`config.mk`:
```
export PLATFORM = sky130hd
export DESIGN_NAME = pipe_stage_latch
export DESIGN_NICKNAME = d
export VERILOG_FILES = /design/src/rtl/pipe_stage_latch_pkg.sv /design/src/rtl/pipe_stage_latch_reg32bit.sv /design/src/rtl/pipe_stage_latch.sv
export SDC_FILE = /design/constraint.sdc
export NUM_CORES = 1
export LEC_CHECK = 0
export BUFFER_PORTS_ARGS = -buffer_cell sky130_fd_sc_hd__buf_2
export CAP_MARGIN = 20
export CORE_AREA = 2 2 124 126
export DETAILED_ROUTE_END_ITERATION = 8
export DIE_AREA = 0 0 126 128
export PLACE_DENSITY_LB_ADDON = 0.15
export SYNTH_ARGS = -nofsm -noshare
export SYNTH_HDL_FRONTEND = slang
export SYNTH_SLANG_ARGS = --single-unit
```
`constraint.sdc`:
```
create_clock -name clock -period 2.7 [get_ports clock]
set_input_delay 0.405 -clock clock [delete_from_list [all_inputs] [get_ports clock]]
set_output_delay 0.405 -clock clock [all_outputs]
set_load 0.005 [all_outputs]
```
`src/rtl/pipe_stage_latch_pkg.sv`:
```
// Shared cpu package for the pipeline stage latch.
// Holds the occupancy-state encoding and the default bubble instruction.
package pipe_stage_latch_pkg;

    typedef enum logic [1:0] {
        ST_EMPTY = 2'd0,   // nothing held
        ST_FULL  = 2'd1,   // main register holds the head entry
        ST_SKID  = 2'd2    // main and skid registers both hold entries
    } stage_state_e;

    // Default instruction value shown downstream when no entry is held.
    localparam logic [31:0] NOP_IR_DEFAULT = 32'h0000_0000;

endpackage

```
`src/rtl/pipe_stage_latch_reg32bit.sv`:
```
// reg32bit: 32-bit register with write enable and async active-low reset.
// Ports:
//   clock  - rising-edge clock
//   reset  - asynchronous reset, active low; loads RST_VAL
//   en     - write enable
//   d      - next value
//   q      - registered value
module reg32bit #(
    parameter logic [31:0] RST_VAL = 32'h0
) (
    input  logic        clock,
    input  logic        reset,
    input  logic        en,
    input  logic [31:0] d,
    output logic [31:0] q
);

    always_ff @(posedge clock or negedge reset) begin
        if (!reset)  q <= RST_VAL;
        else if (en) q <= d;
    end

endmodule

```
`src/rtl/pipe_stage_latch.sv`:
```
// pipe_stage_latch: two-entry (main + skid) valid/ready pipeline register.
// in_ready depends only on the stored state, so there is no combinational
// path from out_ready back upstream.
// Ports:
//   clock, reset          - rising-edge clock, async active-low reset
//   in_valid/in_ready     - upstream handshake; in_pc/in_ir upstream entry
//   flush                 - discard held entries and the current input
//   out_valid/out_ready   - downstream handshake; out_pc/out_ir head entry
//   stall_cnt             - saturating count of cycles stalled by downstream
module pipe_stage_latch
    import pipe_stage_latch_pkg::*;
#(
    parameter int              PC_W   = 32,
    parameter int              IR_W   = 32,
    parameter logic [IR_W-1:0] NOP_IR = IR_W'(NOP_IR_DEFAULT),
    parameter int              CNT_W  = 16
) (
    input  logic             clock,
    input  logic             reset,
    input  logic             in_valid,
    output logic             in_ready,
    input  logic [PC_W-1:0]  in_pc,
    input  logic [IR_W-1:0]  in_ir,
    input  logic             flush,
    output logic             out_valid,
    input  logic             out_ready,
    output logic [PC_W-1:0]  out_pc,
    output logic [IR_W-1:0]  out_ir,
    output logic [CNT_W-1:0] stall_cnt
);

    stage_state_e    state, state_nxt;
    logic            main_en, skid_en;
    logic [PC_W-1:0] main_pc, skid_pc, main_pc_d, skid_pc_d;
    logic [IR_W-1:0] main_ir, skid_ir, main_ir_d, skid_ir_d;

    // State register
    always_ff @(posedge clock or negedge reset) begin
        if (!reset) state <= ST_EMPTY;
        else        state <= state_nxt;
    end

    // Next state and register load controls
    always_comb begin
        state_nxt = state;
        main_en   = 1'b0;
        skid_en   = 1'b0;
        main_pc_d = in_pc;
        main_ir_d = in_ir;
        skid_pc_d = in_pc;
        skid_ir_d = in_ir;
        if (flush) begin
            // Flush wins: both registers return to the bubble value.
            state_nxt = ST_EMPTY;
            main_en   = 1'b1;
            skid_en   = 1'b1;
            main_pc_d = '0;
            main_ir_d = NOP_IR;
            skid_pc_d = '0;
            skid_ir_d = NOP_IR;
        end else begin
            unique case (state)
                ST_EMPTY: if (in_valid) begin
                    state_nxt = ST_FULL;
                    main_en   = 1'b1;
                end
                ST_FULL: begin
                    if (in_valid && out_ready) begin
                        main_en = 1'b1;
                    end else if (out_ready) begin
                        state_nxt = ST_EMPTY;
                    end else if (in_valid) begin
                        state_nxt = ST_SKID;
                        skid_en   = 1'b1;
                    end
                end
                ST_SKID: if (out_ready) begin
                    // Head leaves; the older waiting entry becomes the head.
                    state_nxt = ST_FULL;
                    main_en   = 1'b1;
                    main_pc_d = skid_pc;
                    main_ir_d = skid_ir;
                end
                default: state_nxt = ST_EMPTY;
            endcase
        end
    end

    // Outputs decoded from state only
    always_comb begin
        in_ready  = (state != ST_SKID);
        out_valid = (state != ST_EMPTY);
        out_pc    = out_valid ? main_pc : '0;
        out_ir    = out_valid ? main_ir : NOP_IR;
    end

    // Entry storage
    generate
        if (PC_W == 32 && IR_W == 32) begin : g_r32
            reg32bit #(.RST_VAL(32'h0)) u_main_pc (
                .clock(clock), .reset(reset), .en(main_en), .d(main_pc_d), .q(main_pc));
            reg32bit #(.RST_VAL(NOP_IR)) u_main_ir (
                .clock(clock), .reset(reset), .en(main_en), .d(main_ir_d), .q(main_ir));
            reg32bit #(.RST_VAL(32'h0)) u_skid_pc (
                .clock(clock), .reset(reset), .en(skid_en), .d(skid_pc_d), .q(skid_pc));
            reg32bit #(.RST_VAL(NOP_IR)) u_skid_ir (
                .clock(clock), .reset(reset), .en(skid_en), .d(skid_ir_d), .q(skid_ir));
        end else begin : g_gen
            always_ff @(posedge clock or negedge reset) begin
                if (!reset) begin
                    main_pc <= '0;
                    main_ir <= NOP_IR;
                    skid_pc <= '0;
                    skid_ir <= NOP_IR;
                end else begin
                    if (main_en) begin
                        main_pc <= main_pc_d;
                        main_ir <= main_ir_d;
                    end
                    if (skid_en) begin
                        skid_pc <= skid_pc_d;
                        skid_ir <= skid_ir_d;
                    end
                end
            end
        end
    endgenerate

    // Downstream stall counter; flush deliberately does not touch it.
    always_ff @(posedge clock or negedge reset) begin
        if (!reset)
            stall_cnt <= '0;
        else if (out_valid && !out_ready && (stall_cnt != {CNT_W{1'b1}}))
            stall_cnt <= stall_cnt + 1'b1;
    end

endmodule

```
# ---- Word level (Yosys, flattened, before mapping)
# Index checks and enable logic that the tools add are counted.
dict set report op_classes {
  n_addsub 1
  eq_ne 8
  n_mux 26
  reduce_logical 7
}
# op count
set ops {}
lappend ops {{two-way mux 32 bit} 10}
lappend ops {{adder 16 x 1 -> 16 bit (second input constant)} 1}
lappend ops {{!= test 16 bit (second input constant)} 1}
lappend ops {{two-way mux 2 bit} 6}
lappend ops {{!= test 3 bit (second input constant)} 3}
lappend ops {{two-way mux 1 bit} 8}
lappend ops {{one-hot mux 2 bit (3 select lines)} 1}
lappend ops {{!= test 4 bit (second input constant)} 1}
lappend ops {{AND reduction 4 bit} 1}
lappend ops {{logical AND 1 bit} 3}
lappend ops {{one-hot mux 1 bit (3 select lines)} 1}
lappend ops {{== test 2 x 1 -> 1 bit (second input constant)} 1}
lappend ops {{== test 2 bit (second input constant)} 1}
lappend ops {{zero test 2 bit} 1}
lappend ops {{!= test 2 bit (second input constant)} 1}
lappend ops {{nonzero test 2 bit} 1}
lappend ops {{zero test 1 bit} 1}
dict set report word_totals {
  regBits 146
  input_bits 69
  out_inout_bits 82
  wordCells 48
}

# ---- Depth between registers and ports, before layout
# Gate-level depths: netlist of run 1.
dict set report logic_depth {
  ltp_word 5
  depth_mapped 6
  depth_no_buf 5
}

# ---- By module
# A second synthesis of run 1 with hierarchy kept.
dict set report unflattened {
  cells_unflattened 721
  area_unflattened_um2 8059.0
}
# mod instances cells_each area_per_inst_um2 seq_area_each_um2
set modules_own_cells {}
lappend modules_own_cells {reg32bit 4 68 1345.0 800.8}
lappend modules_own_cells {pipe_stage_latch 1 449 2678.8 450.4}

# ---- Worst setup path before layout of run 1
# OpenSTA, ideal clock, no wires.
dict set report synth_timing {
  path_type {register -> register}
  from {register stall_cnt[0]}
  to {register stall_cnt[12]}
  setup_time_ps 128
  arrival_ps 1645
  setup_slack_ps 928
  path_stages_with_launch 7
  synth_period_minus_slack_ps 1772
  cell_sequence {dfrtp_1 ha_1 nand3_2 or3_1 buf_2 nor3_1 mux2_1}
}
dict set report synth_via {
  elab_chain_cells 2
  word_cells_on_any_way 3
  classes_between {1 x add/sub; 1 x eq/ne; 1 x reduce/logical}
}
# element line
set synth_rtl {}
lappend synth_rtl {{from (decl)} pipe_stage_latch.sv:29} ;# output logic [CNT_W-1:0] stall_cnt
lappend synth_rtl {{from (signal assigned)} pipe_stage_latch.sv:134} ;# stall_cnt <= stall_cnt + 1'b1;
lappend synth_rtl {{branches (longest 2 deep; another with adder 16 x 1 -> 16 bit)} n/a}
# Several ways; the timed one is not identified.
# A chain may end at the register's enable or synchronous reset.

# ---- Worst setup path in the final report of run 1
dict set report layout_timing {
  from {register state[0]}
  to {output out_pc[4]}
}
dict set report layout_via {
  elab_chain_cells 2
}
# element line
set layout_rtl {}
lappend layout_rtl {{from (decl)} pipe_stage_latch.sv:32} ;# stage_state_e state, state_nxt;
lappend layout_rtl {{from (signal assigned)} pipe_stage_latch.sv:40} ;# else state <= state_nxt;
lappend layout_rtl {{nonzero test 2 bit} pipe_stage_latch.sv:92} ;# out_valid = (state != ST_EMPTY);
lappend layout_rtl {{two-way mux 32 bit} pipe_stage_latch.sv:93} ;# out_pc = out_valid ? main_pc : '0;
lappend layout_rtl {{to (decl)} pipe_stage_latch.sv:27} ;# output logic [PC_W-1:0] out_pc,
# No other way between the ends.

==> results of run 1 <==
[per-stage QoR]
stage	setup slack (ns)	total power (uW)	hold WS (ns)	util, %	cell area [um2]
2_1_floorplan	0.928	3060	0.109	-	7210
3_3_place_gp	0.579	3420	0.474	54.5	8100
3_5_place_dp	0.425	3450	0.476	54.5	8100
4_1_cts	0.0331	5570	0.0302	58.2	8640
5_1_grt	0.0340	5780	0.0587	58.2	8650
6_report	0.172	5510	0.0131	58.2	8650
[sequential cells by signal (all words and copies together), names as in the netlist]
| register | cells |
|---|---|
| g_r32.u_main_ir.q | 32 |
| stall_cnt | 16 |
| g_r32.u_skid_ir.q | 32 |
| state | 2 |
| g_r32.u_skid_pc.q | 32 |
| g_r32.u_main_pc.q | 32 |
[worst max-delay path: stages, from the launching register on]
cell and delay (ns):
dfrtp_1 0.44, nor2_2 0.42, clkinvlp_4 0.24, buf_4 0.28
and2_1 0.20, buf_2 0.12
[worst min-delay path by stage]
stage | from | end | cells past startpoint
after floorplan | reset | g_r32.u_main_ir.q[0] | 0
after global placement | reset | stall_cnt[14] | 1
after detailed placement | reset | stall_cnt[15] | 1
after CTS | reset | stall_cnt[14] | 1
after global routing | reset | stall_cnt[14] | 1
final | reset | stall_cnt[14] | 1
[metal layers]
metal  vias to the layer above  part of all wire, %  track usage [%]
met3                        17                  4.7             5.43
met5                         -                    0                0
met1                      2853                   44             29.6
met4                         0                  1.4             6.79
met2                       128                   50             37.7
li1                       2788                    -                -
[cells in the mapped netlist]
library cell | count | share of area, %
a211oi_1 | 44 | 4.6
a211oi_2 | 20 | 3.5
a21boi_1 | 1 | 0.10
a21oi_1 | 65 | 4.5
and2_1 | 64 | 5.6
buf_1 | 5 | 0.26
buf_2 | 28 | 1.9
buf_4 | 4 | 0.42
clkbuf_1 | 28 | 1.5
dfrtp_1 | 146 | 51
ha_1 | 1 | 0.17
inv_1 | 2 | 0.10
mux2_1 | 1 | 0.16
mux2_4 | 1 | 0.21
mux2i_1 | 65 | 9.0
nand2_1 | 135 | 7.0
nand2b_1 | 2 | 0.17
nand3_1 | 2 | 0.14
nand3_2 | 1 | 0.14
nand3b_1 | 1 | 0.10
nand4_1 | 4 | 0.35
nand4_2 | 1 | 0.17
nand4_4 | 1 | 0.29
nor2_1 | 9 | 0.47
nor2_2 | 1 | 0.087
nor3_1 | 70 | 4.9
nor3_2 | 1 | 0.14
nor4_1 | 4 | 0.35
nor4_2 | 2 | 0.35
nor4_4 | 1 | 0.29
nor4b_1 | 1 | 0.12
or2_1 | 3 | 0.26
or2b_1 | 1 | 0.10
or3_1 | 3 | 0.26
xor2_1 | 14 | 1.7
[logic make-up (layout without fill, tap and decap cells)]
family	count (synthesis)	after routing	synth area share [%]
compound gates	130	130	12.7
xor+xnor	14	14	1.70
fa+ha+maj	1	1	0.173
buf+inv	67	200	4.18
flops	146	146	50.7
mux	67	67	9.39
other cells	0	2	0
simple gates	307	307	21.2
[power by group through the flow]
stage / clock (uW) / sequential [uW] / combinational (uW)
2_1_floorplan: 0 / 2550 / 513
3_3_place_gp: 0 / 2570 / 844
3_5_place_dp: 0 / 2580 / 870
4_1_cts: 2140 / 2550 / 882
5_1_grt: 2240 / 2570 / 968
6_report: 2100 / 2540 / 868
[repair_timing]
action | in CTS | in global routing
hold buffers | 0 | 0
gates resized for setup | 1 | 1
pin swaps | 0 | 0
setup endpoints to repair | 10 | 14
gates cloned | 1 | 0
setup buffers | 1 | 0
[final cells by class]
class,instances,area [um2],area share (%)
clock inverters,5,27.5,0.318
flip-flops and latches,146,3650,42.2
clock buffers,26,499,5.77
well taps,188,235,2.72
inverters,2,11.3,0.130
repair inverters,1,7.51,0.0868
diodes,2,5.00,0.0578
multi-input cells,519,3280,37.9
repair buffers,166,930,10.7
==> impl_metrics.toml, run 1 <==
[timing]
period_share_pct = 93.6
final.min_clock_period_ns = 2.53
max_freq_mhz = 396
finalHoldViolCount = 0
finalSetupViolCount = 0
drv_slew = 0
max_slew_margin_pct = 49.1
worst_pin_slew_ns = 0.763
rsz0062_at_grt = "no"
setup_tns_ns = 0
fin_skew_ns = 0.0103

[power]
switching_share_pct = 27.4
seqPwrFrac_pct = 46.1
ir_worst_vdd_mv = 0.418
p_int_uw = 4000
power_density_nw_per_um2 = 637
power.net_switching_uw = 1510
pwr-share-comb_pct = 15.8
p_clk_share_pct = 38.1
p_leak_uw = 0.00435

[clock_network]
clkTransAtPathRegs_ns = 0.06
numCtsBuffers = 17
clock_path_buffers = 2
clockRootBuffer = "clkbuf_16"
cts_tree = "built"
numClockSinks = 146
clock_latency_ns = 0.41
h-tree-depth = 4

[grt]
grt_pass1_vias = 5811
grt_usage_pct = 22.6
overflow = 0
grt_pass1_wl_um = 29400
grt_max_degree = 74
antenna_found_initial = 2

[worst_setup_path]
endpoint_kind = "output pin"
r2r_slack_ns = 0.60
crit_arrival_ns = 2.12
r2r-end = "g_r32.u_main_pc.q[20]"
crit_type = "reg -> out"
reg2reg_from = "state[1]"
cp-start-kind = "flop"
critPathLaunch = "state[0]"
crit_path_end = "out_pc[4]"
worst-path-max-fanout = 38
reg2reg_depth = 5
cp.required_ns = 2.30

[yosys]
syn-instance-count = 732
ys_seq_area_share_pct = 50.7
ys_seq_elements = 146
yosys.cell_types.count = 35
mappedNetlistArea_um2 = 7210
synthesis.nets = 802
syn_avg_cell_area_um2 = 9.85
yosys_warnings = 0

[placement]
portBuffers = 150
place_inst = 1020
gp_congestion = 0.784
dp_hpwl_um = 11200

[routing]
vias = 5786
drtPass1Iterations = 5
avgRoutedWirePerCell_um = 16.9
ant_nets = 0
drt_iter0_markers = 387
drc = 0
wl_um = 17800
viasPerCell = 5.48

[final_layout]
fill_cells = 1334
layout.cells.non_filler = 1055
layout_common_cells = "148 x buf_2, 146 x dfrtp_1, 135 x nand2_1, 70 x nor3_1"
syn2layout_area_growth_pct = 20.0
final_common_cell = "buf_2"
nets = 923
drive_gt1_share_pct = 26.4

[floorplan]
dieArea_um2 = 16100
dieHeight_um = 128
ioPinCount = 151
core_um2 = 14900
die_w_um = 126
start_util_pct = 48.5
rows = 45

[min_path]
hp-class = "in -> async"

[outcome]
status = "completed"

[flow_run]
drv_cap = 0
Power figures use the tool's default switching activity.
==> run 2, diff against run 1 <==
==> constraint.sdc (replaced) <==
create_clock -name clock -period 3.1 [get_ports clock]
set_input_delay 0.465 -clock clock [delete_from_list [all_inputs] [get_ports clock]]
set_output_delay 0.465 -clock clock [all_outputs]
set_load 0.005 [all_outputs]
==> run 2 against run 1 <==
Effect of this change: clock skew down 0.0050 ns; combinational power down 14%; power down 10%; via count down 0.47%; non-clock buffer count down 2; critical path type unchanged; critical endpoint is now out_pc[18].
==> impl_metrics.toml, run 2 (synthesis gave the netlist of run 1 again) <==
[worst_setup_path]
reg2reg_depth = 5
r2r_slack_ns = 0.85
cp-start-kind = "flop"
crit_type = "reg -> out"
worst_path_largest_cell_delay_ns = 0.55
worst-path-max-fanout = 38
critical-path-top-delay-family = "buffers and inverters"
worst_path_max_delay_cell = "inv_1"
crit_arrival_ns = 2.31
critPathLaunch = "state[0]"
reg2reg_from = "state[1]"
cp_cell_sequence = "nor2_2 > inv_1 > buf_4 > and2_1 > buf_2"
cp.required_ns = 2.63
critical_path_depth = 5
cp_num_buf_inv = 3
r2r-end = "g_r32.u_main_ir.q[4]"
crit_path_end = "out_pc[18]"
endpoint_kind = "output pin"

[routing]
vias = 5759
drt_iter0_markers = 479
ant_nets = 0
viasPerCell = 5.48
drc = 0
avgRoutedWirePerCell_um = 16.9
wl_um = 17800
drtPass1Iterations = 5

[clock_network]
cts_tree = "built"
clock_path_buffers = 2
numClockSinks = 146
h-tree-depth = 4
postCtsHoldBufs = 0
numCtsBuffers = 17
postCtsSetupBuffers = 0
clkTransAtPathRegs_ns = 0.06
clockRootBuffer = "clkbuf_16"
clock_latency_ns = 0.41
postCtsResizedCells = 0

[power]
pwr-share-comb_pct = 15.0
seqPwrFrac_pct = 44.7
p_leak_uw = 0.00436
power_density_nw_per_um2 = 572
p_int_uw = 3630
power.net_switching_uw = 1320
ir_worst_vdd_mv = 0.380
switching_share_pct = 26.8
p_clk_share_pct = 40.3

[min_path]
hp-class = "in -> async"

[final_layout]
fill_cells = 1331
final_common_cell = "buf_2"
nets = 920
drive_gt1_share_pct = 26.2
layout_common_cells = "148 x buf_2, 146 x dfrtp_1, 135 x nand2_1, 70 x nor3_1"
postLayoutCellArea_um2 = 8650
syn2layout_area_growth_pct = 19.9

[floorplan]
core_um2 = 14900
ioPinCount = 151
rows = 45
die_w_um = 126
start_util_pct = 48.5
dieHeight_um = 128
dieArea_um2 = 16100

[grt]
grt_pass1_wl_um = 29200
grt_usage_pct = 22.6
grt_pass1_vias = 5627
antenna_found_initial = 1
grt_max_degree = 87
overflow = 0

[timing]
worst_pin_slew_ns = 0.798
period_share_pct = 89.4
setup_tns_ns = 0
rsz0062_at_grt = "no"
fin_skew_ns = 0.00532
drv_slew = 0
finalHoldViolCount = 0
max_freq_mhz = 361
finalSetupViolCount = 0
max_slew_margin_pct = 46.8
final.min_clock_period_ns = 2.77

[placement]
dp_hpwl_um = 11000
gp_congestion = 0.775
portBuffers = 150
placed_cell_area_um2 = 8070

[flow_run]
drv_cap = 0

[outcome]
status = "completed"
-- run 2: cell types whose count changed in the layout (fill, tap and decap cells not counted), sizes merged --
| cell | delta |
|---|---|
| clkbuf | +1 |
| diode | -1 |
| inv | +1 |
| clkinv | -1 |
| clkinvlp | -3 |
| bufinv | +1 |
| buf | -2 |
-- run 2: worst register-to-register path: cells and delay by family, from the launching register on --
family          cells  cell delay, ns
flops               1            0.42
compound gates      2            0.34
buf+inv             1            0.41
simple gates        2            0.94
-- run 2: worst min path at each step --
stage                  start              endpoint  slack, ns  cells after the start
6_report               reset         stall_cnt[14]       0.13                      1
5_1_grt                reset         stall_cnt[12]       0.18                      1
4_1_cts                reset         stall_cnt[12]       0.15                      1
3_5_place_dp   stall_cnt[10]         stall_cnt[10]       0.51                      1
3_3_place_gp   stall_cnt[10]         stall_cnt[10]       0.50                      1
2_1_floorplan          reset  g_r32.u_main_ir.q[0]       0.17                      0
-- run 2: cell type report --
type	count	area, um2	area share, %
well taps	188	235	2.72
multi-input cells	519	3280	38.0
flip-flops and latches	146	3650	42.2
repair buffers	164	890	10.3
clock inverters	4	45.0	0.521
inverters	2	7.51	0.0868
clock buffers	27	533	6.16
diodes	1	2.50	0.0289
-- run 2: power groups by stage --
stage	combinational [uW]	sequential [uW]	clock (uW)
final	743	2210	1990
after global routing	831	2240	2120
after CTS	755	2210	2030
after detailed placement	752	2250	0
after global placement	732	2240	0
after floorplan	447	2220	0
-- run 2: through the flow --
step / setup slack, ns / instances / util, % / power (uW) / hold WS [ns]
after global placement: 0.764 / 1019 / 54.3 / 2970 / 0.499
after detailed placement: 0.740 / 1019 / 54.3 / 3000 / 0.513
after CTS: 0.285 / 1050 / 58.2 / 5000 / 0.148
final: 0.328 / 1051 / 58.2 / 4950 / 0.125
after global routing: 0.136 / 1050 / 58.2 / 5190 / 0.176
after floorplan: 1.33 / 732 / - / 2670 / 0.169
-- run 2: routing by layer --
layer | vias up | global-route usage [%] | part of all wire, %
met5 | - | 0 | 0
met4 | 0 | 7.89 | 2.1
met3 | 28 | 5.01 | 4.3
met2 | 134 | 35.7 | 48
met1 | 2829 | 31.0 | 46
li1 | 2768 | - | -
==> run 3, diff against run 2 <==
--- a/config.mk
+++ b/config.mk
@@ -7,10 +7,11 @@
 export LEC_CHECK = 0
 export BUFFER_PORTS_ARGS = -buffer_cell sky130_fd_sc_hd__buf_2
 export CAP_MARGIN = 20
-export CORE_AREA = 2 2 124 126
+export CORE_AREA = 2 2 118 131
 export DETAILED_ROUTE_END_ITERATION = 8
-export DIE_AREA = 0 0 126 128
+export DIE_AREA = 0 0 120 133
 export PLACE_DENSITY_LB_ADDON = 0.15
+export SLEW_MARGIN = 10
 export SYNTH_ARGS = -nofsm -noshare
 export SYNTH_HDL_FRONTEND = slang
 export SYNTH_SLANG_ARGS = --single-unit
==> run 3 against run 2 <==
Effect of this change: via count fell by 1.7%; cell count rose by 0.57%; count of clock-buffer cells in the layout fell by 7; die area fell by 1.0%; largest power group unchanged.
==> impl_metrics.toml, run 3 (synthesis gave the netlist of run 1 again) <==
[final_layout]
final_common_cell = "buf_2"
drive_gt1_share_pct = 26.3
nets = 918
layout_common_cells = "148 x buf_2, 146 x dfrtp_1, 135 x nand2_1, 70 x nor3_1"
fill_cells = 1302
syn2layout_area_growth_pct = 20.6

[timing]
finalHoldViolCount = 0
drv_slew = 0
max_freq_mhz = 415
worst_pin_slew_ns = 0.941
finalSetupViolCount = 0
setup_tns_ns = 0
rsz0062_at_grt = "no"
final.min_clock_period_ns = 2.41
fin_skew_ns = 0.00628
max_slew_margin_pct = 37.2
period_share_pct = 77.7

[worst_setup_path]
endpoint_kind = "output pin"
crit_arrival_ns = 1.94
cp_cell_sequence = "nor2_2 > clkinv_1 > buf_4 > and2_1 > buf_2"
worst-path-max-fanout = 65
reg2reg_depth = 5
worst_path_largest_cell_delay_ns = 0.45
crit_type = "reg -> out"
worst_path_max_delay_cell = "dfrtp_1"
cp-start-kind = "flop"
cp.required_ns = 2.63

[clock_network]
clkTransAtPathRegs_ns = 0.06
clock_path_buffers = 2
cts_tree = "built"
clock_latency_ns = 0.42
postCtsSetupBuffers = 0
numCtsBuffers = 17
numClockSinks = 146
clockRootBuffer = "clkbuf_16"
postCtsHoldBufs = 0
h-tree-depth = 4
postCtsResizedCells = 0

[floorplan]
start_util_pct = 48.9
dieHeight_um = 133
die_w_um = 120
rows = 47
dieArea_um2 = 16000
ioPinCount = 151
core_um2 = 14800

[power]
p_int_uw = 3760
power.total_uw = 5100
seqPwrFrac_pct = 43.3
p_leak_uw = 0.00436
power.net_switching_uw = 1350
power_density_nw_per_um2 = 587
ir_worst_vdd_mv = 0.317
p_clk_share_pct = 42.2
switching_share_pct = 26.4
pwr-share-comb_pct = 14.4

[grt]
grt_pass1_vias = 5732
grt_usage_pct = 23.1
grt_pass1_wl_um = 29400
overflow = 0
antenna_found_initial = 1
grt_max_degree = 75

[routing]
drt_iter0_markers = 433
ant_nets = 0
drc = 0
wl_um = 17700
avgRoutedWirePerCell_um = 16.7
drtPass1Iterations = 4
viasPerCell = 5.36
vias = 5661

[min_path]
hp-class = "in -> async"

[placement]
dp_hpwl_um = 11100
portBuffers = 150
gp_congestion = 0.774

[outcome]
status = "completed"

[flow_run]
drv_cap = 0
==> run 3: power groups by stage <==
| stage | sequential (uW) | combinational [uW] | clock [uW] |
|---|---|---|---|
| after CTS | 2210 | 748 | 2190 |
| after floorplan | 2220 | 447 | 0 |
| after global placement | 2240 | 728 | 0 |
| final | 2210 | 736 | 2160 |
| after global routing | 2240 | 821 | 2300 |
| after detailed placement | 2240 | 742 | 0 |
==> run 3: stage by stage <==
step / setup WS [ns] / hold WS (ns) / instance area (um2) / util (%) / instances
final: 0.692 / 0.0395 / 8700 / 58.9 / 1057
after detailed placement: 0.720 / 0.508 / 8080 / 54.7 / 1025
after global placement: 0.791 / 0.502 / 8080 / 54.7 / 1025
after CTS: 0.683 / 0.0875 / 8690 / 58.9 / 1056
after global routing: 0.601 / 0.107 / 8690 / 58.9 / 1056
after floorplan: 1.33 / 0.169 / 7210 / - / 732
==> run 3: cell type report <==
type / instances / area [um2] / share of cell area (%)
antenna: 1 / 2.50 / 0.0288
clock buffer: 20 / 457 / 5.25
clock inverter: 11 / 160 / 1.84
inverter: 2 / 7.51 / 0.0863
multi-input combinational: 519 / 3280 / 37.8
sequential: 146 / 3650 / 42.0
tap: 196 / 245 / 2.82
timing repair buffer: 162 / 887 / 10.2
==> run 3: final timing paths <==
kind,start,endpoint,slack [ns]
max,state[0],out_pc[21],0.69
min,reset,stall_cnt[14],0.04
max reg2reg,state[1],g_r32.u_skid_pc.q[6],0.75
min reg2reg,stall_cnt[11],stall_cnt[11],0.51
max in group asynchronous,reset,g_r32.u_main_pc.q[12],2.23
min in group clock,in_ir[13],g_r32.u_skid_ir.q[13],0.29
==> run 3: worst max-delay path, delay by kind of cell, from the launching register on <==
family,cells,cell delay (ns)
flip-flops,1,0.45
AND/OR/NAND/NOR,2,0.53
buffers and inverters,3,0.49
==> run 3: per-layer routing <==
| metal | share of wire (%) | up-vias | track usage, % |
|---|---|---|---|
| li1 | - | 2768 | - |
| met1 | 44 | 2744 | 30.3 |
| met2 | 50 | 127 | 38.0 |
| met3 | 4.6 | 22 | 5.39 |
| met4 | 1.4 | 0 | 7.45 |
| met5 | 0 | - | 0 |
